--- config.mk ---
export PLATFORM = sky130hd
export DESIGN_NAME = teclado_pin
export DESIGN_NICKNAME = d
export VERILOG_FILES = /design/src/rtl/teclado_pin_pkg.sv /design/src/rtl/teclado_pin_detector_flanco.sv /design/src/rtl/teclado_pin.sv
export SDC_FILE = /design/constraint.sdc
export NUM_CORES = 1
export LEC_CHECK = 0
export BUFFER_PORTS_ARGS = -buffer_cell sky130_fd_sc_hd__buf_4
export CORE_UTILIZATION = 25
export CTS_CLUSTER_SIZE = 20
export DETAILED_ROUTE_END_ITERATION = 10
export RECOVER_POWER = 25
export SYNTH_ARGS = -nofsm -noshare
export SYNTH_HDL_FRONTEND = slang
export SYNTH_SLANG_ARGS = --single-unit
export TNS_END_PERCENT = 30
--- constraint.sdc ---
create_clock -name Clk -period 1.55 [get_ports Clk]
set_clock_uncertainty 0.05 [all_clocks]
set_input_delay 0.465 -clock Clk [delete_from_list [all_inputs] [get_ports Clk]]
set_output_delay 0.465 -clock Clk [all_outputs]
set_load 0.01 [all_outputs]
--- src/rtl/teclado_pin_pkg.sv ---
// Shared definitions for the gate PIN keypad: key codes, FSM state encoding
// and the default idle timeout.
package teclado_pin_pkg;

  localparam logic [3:0] TECLA_BORRAR = 4'hA;
  localparam logic [3:0] TECLA_ENTER  = 4'hB;
  localparam int         TIMEOUT_DEF  = 50;

  typedef enum logic [1:0] {
    VACIO       = 2'd0,
    UN_DIGITO   = 2'd1,
    DOS_DIGITOS = 2'd2,
    ENVIO       = 2'd3
  } estado_t;

  function automatic logic es_digito(input logic [3:0] tecla);
    return (tecla <= 4'd9);
  endfunction

endpackage

--- src/rtl/teclado_pin_detector_flanco.sv ---
// Rising-edge pulse generator for the key-pressed level. A level that is
// already high while reset is asserted is locked out until it drops.
module detector_flanco (
  input  logic clk,
  input  logic rst,
  input  logic nivel,
  output logic pulso
);

  logic previo;
  logic bloqueo;

  always_ff @(posedge clk) begin
    if (rst) begin
      previo  <= 1'b0;
      bloqueo <= nivel;
    end else begin
      previo <= nivel;
      if (!nivel) bloqueo <= 1'b0;
    end
  end

  assign pulso = nivel & ~previo & ~bloqueo;

endmodule

--- src/rtl/teclado_pin.sv ---
// Two-digit BCD PIN entry keypad for a vehicle gate: collects digits,
// strobes the PIN on enter, flags short entries and drops stale input.
module teclado_pin
  import teclado_pin_pkg::*;
#(
  parameter int TIMEOUT = TIMEOUT_DEF
) (
  input  logic       Clk,
  input  logic       Reset,
  input  logic [3:0] Tecla,
  input  logic       TeclaValida,
  input  logic       Vehiculo,
  output logic [7:0] Pin,
  output logic       enterPin,
  output logic [1:0] Digitos,
  output logic       ErrorFormato
);

  localparam int CNT_W = $clog2(TIMEOUT + 1);
  localparam logic [CNT_W-1:0] CNT_FIN = CNT_W'(TIMEOUT - 1);

  estado_t          estado, estado_n;
  logic [7:0]       pin_q, pin_n;
  logic [1:0]       digitos_q, digitos_n;
  logic             enter_q, enter_n;
  logic             error_q, error_n;
  logic [CNT_W-1:0] cuenta, cuenta_n;
  logic             evento;

  detector_flanco u_flanco (
    .clk   (Clk),
    .rst   (Reset),
    .nivel (TeclaValida),
    .pulso (evento)
  );

  always_ff @(posedge Clk) begin
    if (Reset) begin
      estado    <= VACIO;
      pin_q     <= 8'h00;
      digitos_q <= 2'd0;
      enter_q   <= 1'b0;
      error_q   <= 1'b0;
      cuenta    <= '0;
    end else begin
      estado    <= estado_n;
      pin_q     <= pin_n;
      digitos_q <= digitos_n;
      enter_q   <= enter_n;
      error_q   <= error_n;
      cuenta    <= cuenta_n;
    end
  end

  always_comb begin
    estado_n  = estado;
    pin_n     = pin_q;
    digitos_n = digitos_q;
    enter_n   = 1'b0;
    error_n   = 1'b0;
    cuenta_n  = '0;

    // A missing vehicle overrides everything, including a same-cycle enter.
    if (!Vehiculo) begin
      estado_n  = VACIO;
      pin_n     = 8'h00;
      digitos_n = 2'd0;
    end else if (estado == ENVIO) begin
      // Pin is kept after sending; only the digit count is cleared.
      estado_n  = VACIO;
      digitos_n = 2'd0;
    end else if (evento) begin
      if (es_digito(Tecla)) begin
        case (estado)
          VACIO: begin
            estado_n  = UN_DIGITO;
            pin_n     = {Tecla, 4'h0};
            digitos_n = 2'd1;
          end
          UN_DIGITO: begin
            estado_n  = DOS_DIGITOS;
            pin_n     = {pin_q[7:4], Tecla};
            digitos_n = 2'd2;
          end
          default: ;
        endcase
      end else if (Tecla == TECLA_BORRAR) begin
        estado_n  = VACIO;
        pin_n     = 8'h00;
        digitos_n = 2'd0;
      end else if (Tecla == TECLA_ENTER) begin
        if (estado == DOS_DIGITOS) begin
          estado_n = ENVIO;
          enter_n  = 1'b1;
        end else begin
          estado_n  = VACIO;
          pin_n     = 8'h00;
          digitos_n = 2'd0;
          error_n   = 1'b1;
        end
      end
    end else if (estado == UN_DIGITO || estado == DOS_DIGITOS) begin
      if (cuenta == CNT_FIN) begin
        estado_n  = VACIO;
        pin_n     = 8'h00;
        digitos_n = 2'd0;
      end else begin
        cuenta_n = cuenta + 1'b1;
      end
    end
  end

  assign Pin          = pin_q;
  assign Digitos      = digitos_q;
  assign enterPin     = enter_q;
  assign ErrorFormato = error_q;

endmodule

=== Yosys cells after proc, flatten, opt, wreduce, memory -nomap -nowiden ===
Index checks and enable logic that the tools add are counted.
W data, S select, Z words.

* Flip-flop bits (word level): 22
* Bits of input ports: 8
* Output and inout port bits: 12
* Logic and storage cells: 69

* $add $sub $neg: 1
* Magnitude comparators: 1
* Equal/unequal tests: 12
* Muxes and demuxes: 25
* Bitwise logic cells: 9
* Reduce and logical (&&, ||, !) cells: 12

{| class="wikitable"
|+ Operator list
! operator !! number
|-
| $mux W8 || 7
|-
| $mux W2 || 12
|-
| $pmux W8 S2 || 1
|-
| $eq A4 B4 Y1 const B || 2
|-
| $not A1 Y1 || 7
|-
| $reduce_and A7 Y1 || 1
|-
| $reduce_or A7 Y1 || 1
|-
| $add A6 B1 Y6 const B || 1
|-
| $eq A6 B6 Y1 const B || 1
|-
| $reduce_and A6 Y1 || 1
|-
| $reduce_or A6 Y1 || 1
|-
| $reduce_and A5 Y1 || 1
|-
| $eq A2 B2 Y1 const B || 2
|-
| $le A4 B4 Y1 const B || 1
|-
| $mux W1 || 4
|-
| $ne A4 B1 Y1 const B || 1
|-
| $ne A4 B2 Y1 const B || 1
|-
| $ne A4 B4 Y1 const B || 1
|-
| $pmux W2 S2 || 1
|-
| $reduce_and A4 Y1 || 1
|-
| $reduce_bool A2 Y1 || 2
|-
| $ne A3 B2 Y1 const B || 1
|-
| $ne A3 B3 Y1 const B || 1
|-
| $reduce_or A3 Y1 || 1
|-
| other kinds (6) || 7
|}

=== Longest topological paths before layout ===
* Word-level depth: 6
* Depth in mapped cells: 7
* Mapped depth without buffers: 7

=== By module ===
A second synthesis with hierarchy kept.

* Cell total of the unflattened synthesis: 110
* Area total of the unflattened synthesis: 1061.0 µm²

{| class="wikitable"
|+ By module, submodules not included
! module !! instances !! cells an instance !! area an instance (µm²) !! seq. area each (µm²)
|-
| teclado_pin || 1 || 104 || 975.9 || 400.4
|-
| detector_flanco || 1 || 6 || 85.1 || 50.0
|}

=== Worst setup path before layout ===
Ideal clock, no wire load.

* Path kind: in2reg
* From: in TeclaValida
* To: reg pin_q[0], in the netlist Pin[0]
* Library setup time: 0.072 ns
* Arrival time: 1.440 ns
* Data required time: 1.428 ns
* Setup slack: -0.012 ns
* Stages on the path: 5
* Buffers on the path: 0
* Path through: or3b_4 > nand4_4 > o2bb2ai_4 > nor3_4 > mux2i_1

* Longest elaborated chain between the ends: 4
* Elaborated cells between the ends (all ways): 9
* Those cells by class: eq/ne: 3; mux: 1; bitwise: 2; reduce/logical: 3

{| class="wikitable"
|+ RTL lines
! element !! line !! source
|-
| start: declaration || teclado_pin.sv:11 || <nowiki>input logic TeclaValida,</nowiki>
|-
| $and A1 B1 Y1 * (2 in series) || teclado_pin_detector_flanco.sv:23 || <nowiki>assign pulso = nivel & ~previo & ~bloqueo;</nowiki>
|-
| $ne A4 B4 Y1 (no source line), or another cell as far along || n/a ||
|-
| $reduce_and A6 Y1 (no source line) || n/a ||
|-
| end signal: assignment || teclado_pin.sv:47 || <nowiki>pin_q <= pin_n;</nowiki>
|-
| end: declaration || teclado_pin.sv:23 || <nowiki>logic [7:0] pin_q, pin_n;</nowiki>
|}

Mark *: on every way between the ends. The rest lies on a longest branch, timed or not.
A chain may end at the register's enable or synchronous reset.

=== Final worst setup path ===
* From: reg u_flanco.bloqueo
* To: reg pin_q[1], in the netlist Pin[1]

* Longest elaborated chain between the ends: 4
* Elaborated cells between the ends (all ways): 9
* Those cells by class: eq/ne: 3; mux: 1; bitwise: 2; reduce/logical: 3

{| class="wikitable"
|+ RTL lines
! element !! line !! source
|-
| start: declaration || teclado_pin_detector_flanco.sv:11 || <nowiki>logic bloqueo;</nowiki>
|-
| start signal: assignment || teclado_pin_detector_flanco.sv:16 || <nowiki>bloqueo <= nivel;</nowiki>
|-
| $not A1 Y1 * || teclado_pin_detector_flanco.sv:23 ||
|-
| $and A1 B1 Y1 * || teclado_pin_detector_flanco.sv:23 ||
|-
| $ne A4 B4 Y1 (no source line), or another cell as far along || n/a ||
|-
| $reduce_and A6 Y1 (no source line) || n/a ||
|}

Marks and branches as above.

==> impl_metrics.xml <==
<?xml version="1.0" encoding="UTF-8"?>
<metrics>
  <group name="run_status">
    <metric name="run_status" unit="">finished, violations left</metric>
    <metric name="violated_checks" unit="">setup timing</metric>
  </group>
  <group name="global_routing">
    <metric name="globalRouteTotalUtil" unit="%">12.3</metric>
    <metric name="grt_start_max_net_pins" unit="">13</metric>
    <metric name="grt_first_pass_wirelength" unit="µm">4150</metric>
    <metric name="grt_antenna_before_repair" unit="">0</metric>
    <metric name="vias_in_the_first_global_route" unit="">965</metric>
    <metric name="remaining_overflow_grt" unit="">0</metric>
  </group>
  <group name="timing">
    <metric name="relative_max_transition_margin" unit="%">78.6</metric>
    <metric name="setup_violations" unit="">12</metric>
    <metric name="finalSetupTns" unit="ns">-0.578</metric>
    <metric name="final_max_slew_viol_count" unit="">0</metric>
    <metric name="timing.final.hold_violations" unit="">0</metric>
    <metric name="fmax" unit="GHz">0.611</metric>
    <metric name="finalWorstPathRequiredPeriod" unit="ns">1.64</metric>
    <metric name="final_min_period_over_clock_period" unit="%">106</metric>
    <metric name="rsz0062_at_grt" unit="">true</metric>
    <metric name="post-route-worst-setup-slack" unit="ns">-0.0866</metric>
    <metric name="tightestPinTransition" unit="ns">0.319</metric>
  </group>
  <group name="critical_path">
    <metric name="critPathKind" unit="">reg -&gt; reg</metric>
    <metric name="crit_path_end_kind" unit="">register</metric>
    <metric name="worstPathRequired" unit="ns">1.69</metric>
    <metric name="path_max_fanout" unit="">5</metric>
    <metric name="worstSetupStartpointType" unit="">register</metric>
    <metric name="arrival" unit="ns">1.78</metric>
  </group>
  <group name="yosys">
    <metric name="syn_nets" unit="">124</metric>
    <metric name="synth_top_family_by_area" unit="">simple AND/OR/NAND/NOR gates</metric>
    <metric name="avgSynthCellArea" unit="µm²">9.70</metric>
    <metric name="synth_simple_gate_area_share" unit="%">30.0</metric>
    <metric name="synth_xor_xnor_area_share" unit="%">3.28</metric>
    <metric name="post_synth_instance_area" unit="µm²">1070</metric>
    <metric name="share_of_flip_flops_with_an_asynchronous_set_or_reset" unit="%">0</metric>
    <metric name="ys_seq_elements" unit="">22</metric>
    <metric name="synth.yosys.seq_area_share" unit="%">42.2</metric>
    <metric name="synth_compound_area_share" unit="%">12.0</metric>
    <metric name="number_of_enable_flip_flop_cells_after_synthesis" unit="">1</metric>
    <metric name="synth-adder-area-share" unit="%">7.03</metric>
    <metric name="synth-warning-count" unit="">0</metric>
    <metric name="ys_dominant_reg_cell" unit="">sky130_fd_sc_hd__dfxtp_1</metric>
    <metric name="synth.lib_cells_used.distinct" unit="">33</metric>
    <metric name="synth.area.mux_share" unit="%">3.75</metric>
    <metric name="postSynthCellCount" unit="">110</metric>
  </group>
  <group name="clock_network">
    <metric name="tritoncts_clock_tree" unit="">yes</metric>
    <metric name="clock_sink_count" unit="">22</metric>
    <metric name="root_buffer" unit="">sky130_fd_sc_hd__clkbuf_8</metric>
    <metric name="cts_made_buffers" unit="">3</metric>
    <metric name="clock_latency" unit="ns">0.26</metric>
    <metric name="htree_levels" unit="">1</metric>
    <metric name="cts-root-to-sink-buffers" unit="">2</metric>
    <metric name="cts_hold_buffers" unit="">0</metric>
    <metric name="clkSlewWorstSetupHoldPaths" unit="ns">0.08</metric>
  </group>
  <group name="placed_design">
    <metric name="placement.setup.worst_slack" unit="ns">-0.281</metric>
    <metric name="estimated_wirelength_of_the_detail_placed_design" unit="µm">1940</metric>
    <metric name="dpl-instance-area" unit="µm²">1470</metric>
    <metric name="routabilityCongestion" unit="">0.861</metric>
    <metric name="io_buffer_count" unit="">19</metric>
  </group>
  <group name="detailed_routing">
    <metric name="detail_route.vias_per_cell" unit="">4.43</metric>
    <metric name="routed_wire_length_per_instance" unit="µm">11.6</metric>
    <metric name="route.final.wire_length" unit="µm">2460</metric>
    <metric name="drc_errors" unit="">0</metric>
    <metric name="drt_iter0_drc" unit="">12</metric>
    <metric name="via_count" unit="">943</metric>
    <metric name="antenna_violating_nets_post_route" unit="">0</metric>
    <metric name="drtPass1Iterations" unit="">4</metric>
  </group>
  <group name="floorplanning">
    <metric name="design.portCount" unit="">20</metric>
    <metric name="rows" unit="">23</metric>
    <metric name="chipWidth" unit="µm">67.3</metric>
    <metric name="die_h" unit="µm">67.3</metric>
    <metric name="floorplan.initialDensity" unit="%">26.3</metric>
    <metric name="floorplan.die_area" unit="µm²">4530</metric>
    <metric name="core_area" unit="µm²">4060</metric>
  </group>
  <group name="power">
    <metric name="power.share.combinational" unit="%">15.5</metric>
    <metric name="totalPowerFinal" unit="mW">1.18</metric>
    <metric name="power_leakage" unit="nW">0.638</metric>
    <metric name="internal_power" unit="mW">0.902</metric>
    <metric name="swShare" unit="%">23.6</metric>
    <metric name="seqPwrFrac" unit="%">49.4</metric>
    <metric name="power.net_switching" unit="mW">0.278</metric>
    <metric name="cellPowerDensity" unit="nW/µm²">716</metric>
    <metric name="ir_worst_vdd" unit="mV">0.353</metric>
    <metric name="pwr-share-clk" unit="%">35.1</metric>
  </group>
  <group name="finish">
    <metric name="final_util" unit="%">40.6</metric>
    <metric name="antennaDiodeCount" unit="">0</metric>
    <metric name="layout_nets" unit="">178</metric>
    <metric name="area_growth_syn_to_layout" unit="%">54.4</metric>
    <metric name="layout_cell_share_with_drive_strength_beyond_1" unit="%">50.3</metric>
    <metric name="fin_area" unit="µm²">1650</metric>
  </group>
  <group name="flow_run">
    <metric name="maxCapViolations" unit="">0</metric>
  </group>
  <group name="worst_hold_path">
    <metric name="min_path_type" unit="">reg -&gt; reg</metric>
  </group>
</metrics>
area by class of cell:
class	count	area [µm²]
clock buffer	4	55.1
fill	400	2410
inverter	5	21.3
multi-input combinational	83	693
sequential	22	455
tap	50	62.6
timing repair buffer	49	360
worst max-delay path: stages, from the launching register on:
cell and delay [ns]:
sky130_fd_sc_hd__edfxtp_1 0.43, sky130_fd_sc_hd__nor3b_4 0.32, sky130_fd_sc_hd__nand2_2 0.11, sky130_fd_sc_hd__o2bb2ai_4 0.15, sky130_fd_sc_hd__nor3_4 0.26, sky130_fd_sc_hd__mux2i_1 0.24
cell usage in the layout, fill, tap and decap left out, drive strengths merged:
| cell | count |
|---|---|
| nand3b | 1 |
| nand4b | 1 |
| and3 | 1 |
| inv | 5 |
| mux2i | 4 |
| nand2b | 7 |
| xor2 | 2 |
| ha | 6 |
| nor4 | 2 |
| a211o | 1 |
| nand4 | 1 |
| a31o | 1 |
| o211ai | 1 |
| nand2 | 14 |
| a21oi | 9 |
| and2 | 1 |
| xnor2 | 2 |
| edfxtp | 1 |
| buf | 44 |
| o21ai | 2 |
| clkbuf | 9 |
| nor3b | 2 |
| and4bb | 1 |
| a211oi | 1 |
| nand3 | 7 |
| a21boi | 1 |
| or3b | 1 |
| dfxtp | 21 |
| nor2 | 8 |
| nor2b | 3 |
| o2bb2ai | 1 |
| nor3 | 2 |
what timing repair did:
item / CTS / global route
hold endpoints to repair: 0 / 0
buffers inserted: 4 / 0
setup endpoints to repair: 12 / 20
pin swaps: 10 / 6
resized for setup: 14 / 15
Yosys cell counts (2+ instances only):
library cell,number,area (µm²)
sky130_fd_sc_hd__nand3_1,7,35.0
sky130_fd_sc_hd__xnor2_1,2,17.5
sky130_fd_sc_hd__a21oi_1,8,40.0
sky130_fd_sc_hd__nor3_4,2,32.5
sky130_fd_sc_hd__ha_1,6,75.1
sky130_fd_sc_hd__dfxtp_1,21,420
sky130_fd_sc_hd__inv_1,5,18.8
sky130_fd_sc_hd__nor4_1,2,12.5
sky130_fd_sc_hd__nor2_1,8,30.0
sky130_fd_sc_hd__xor2_1,2,17.5
sky130_fd_sc_hd__nor2b_1,3,18.8
sky130_fd_sc_hd__nand2b_1,7,43.8
sky130_fd_sc_hd__nand2_1,14,52.6
sky130_fd_sc_hd__mux2i_1,4,40.0
per-stage QoR:
| step | hold slack, ns | std cells |
|---|---|---|
| 3_5_place_dp | 0.407 | 205 |
| 2_1_floorplan | 0.379 | 110 |
| 3_3_place_gp | 0.394 | 205 |
| 4_1_cts | 0.414 | 213 |
| 6_report | 0.419 | 213 |
| 5_1_grt | 0.448 | 213 |
state kept, by name (all words and copies together), names as in the netlist:
name,flops
u_flanco.bloqueo,1
Pin,8
cuenta,6
estado,2
ErrorFormato,1
enterPin,1
Digitos,2
u_flanco.previo,1
logic make-up after synthesis:
family	count (synthesis)
fa+ha+maj	6
compound gates	17
mux	4
flops	22
buf+inv	5
xor+xnor	4
simple gates	52
metal layers:
metal	vias to the layer above	track usage, %	routed length (µm)
met1	439	12.9	1040
met4	0	4.79	27
met2	12	23.1	1290
met5	-	0	0
met3	4	3.21	101
li1	488	-	-
power by group through the flow:
stage	registers [mW]	logic, mW	clock network (mW)
final	0.583	0.184	0.414
after floorplan	0.595	0.0735	0
after global placement	0.595	0.151	0
after detailed placement	0.595	0.154	0
after CTS	0.584	0.177	0.431
after global routing	0.584	0.197	0.456
worst paths after layout:
check | startpoint | endpoint | slack [ns] | cells past startpoint
max | u_flanco.bloqueo$_SDFFCE_PN0P_ | Pin[1]$_SDFFE_PP0P_ | -0.09 | 5
min | Pin[3]$_SDFFE_PP0P_ | Pin[3]$_SDFFE_PP0P_ | 0.42 | 2
max reg2reg | u_flanco.bloqueo$_SDFFCE_PN0P_ | Pin[1]$_SDFFE_PP0P_ | -0.09 | 5
min reg2reg | Pin[3]$_SDFFE_PP0P_ | Pin[3]$_SDFFE_PP0P_ | 0.42 | 2
(Power assumes the default switching activity.)
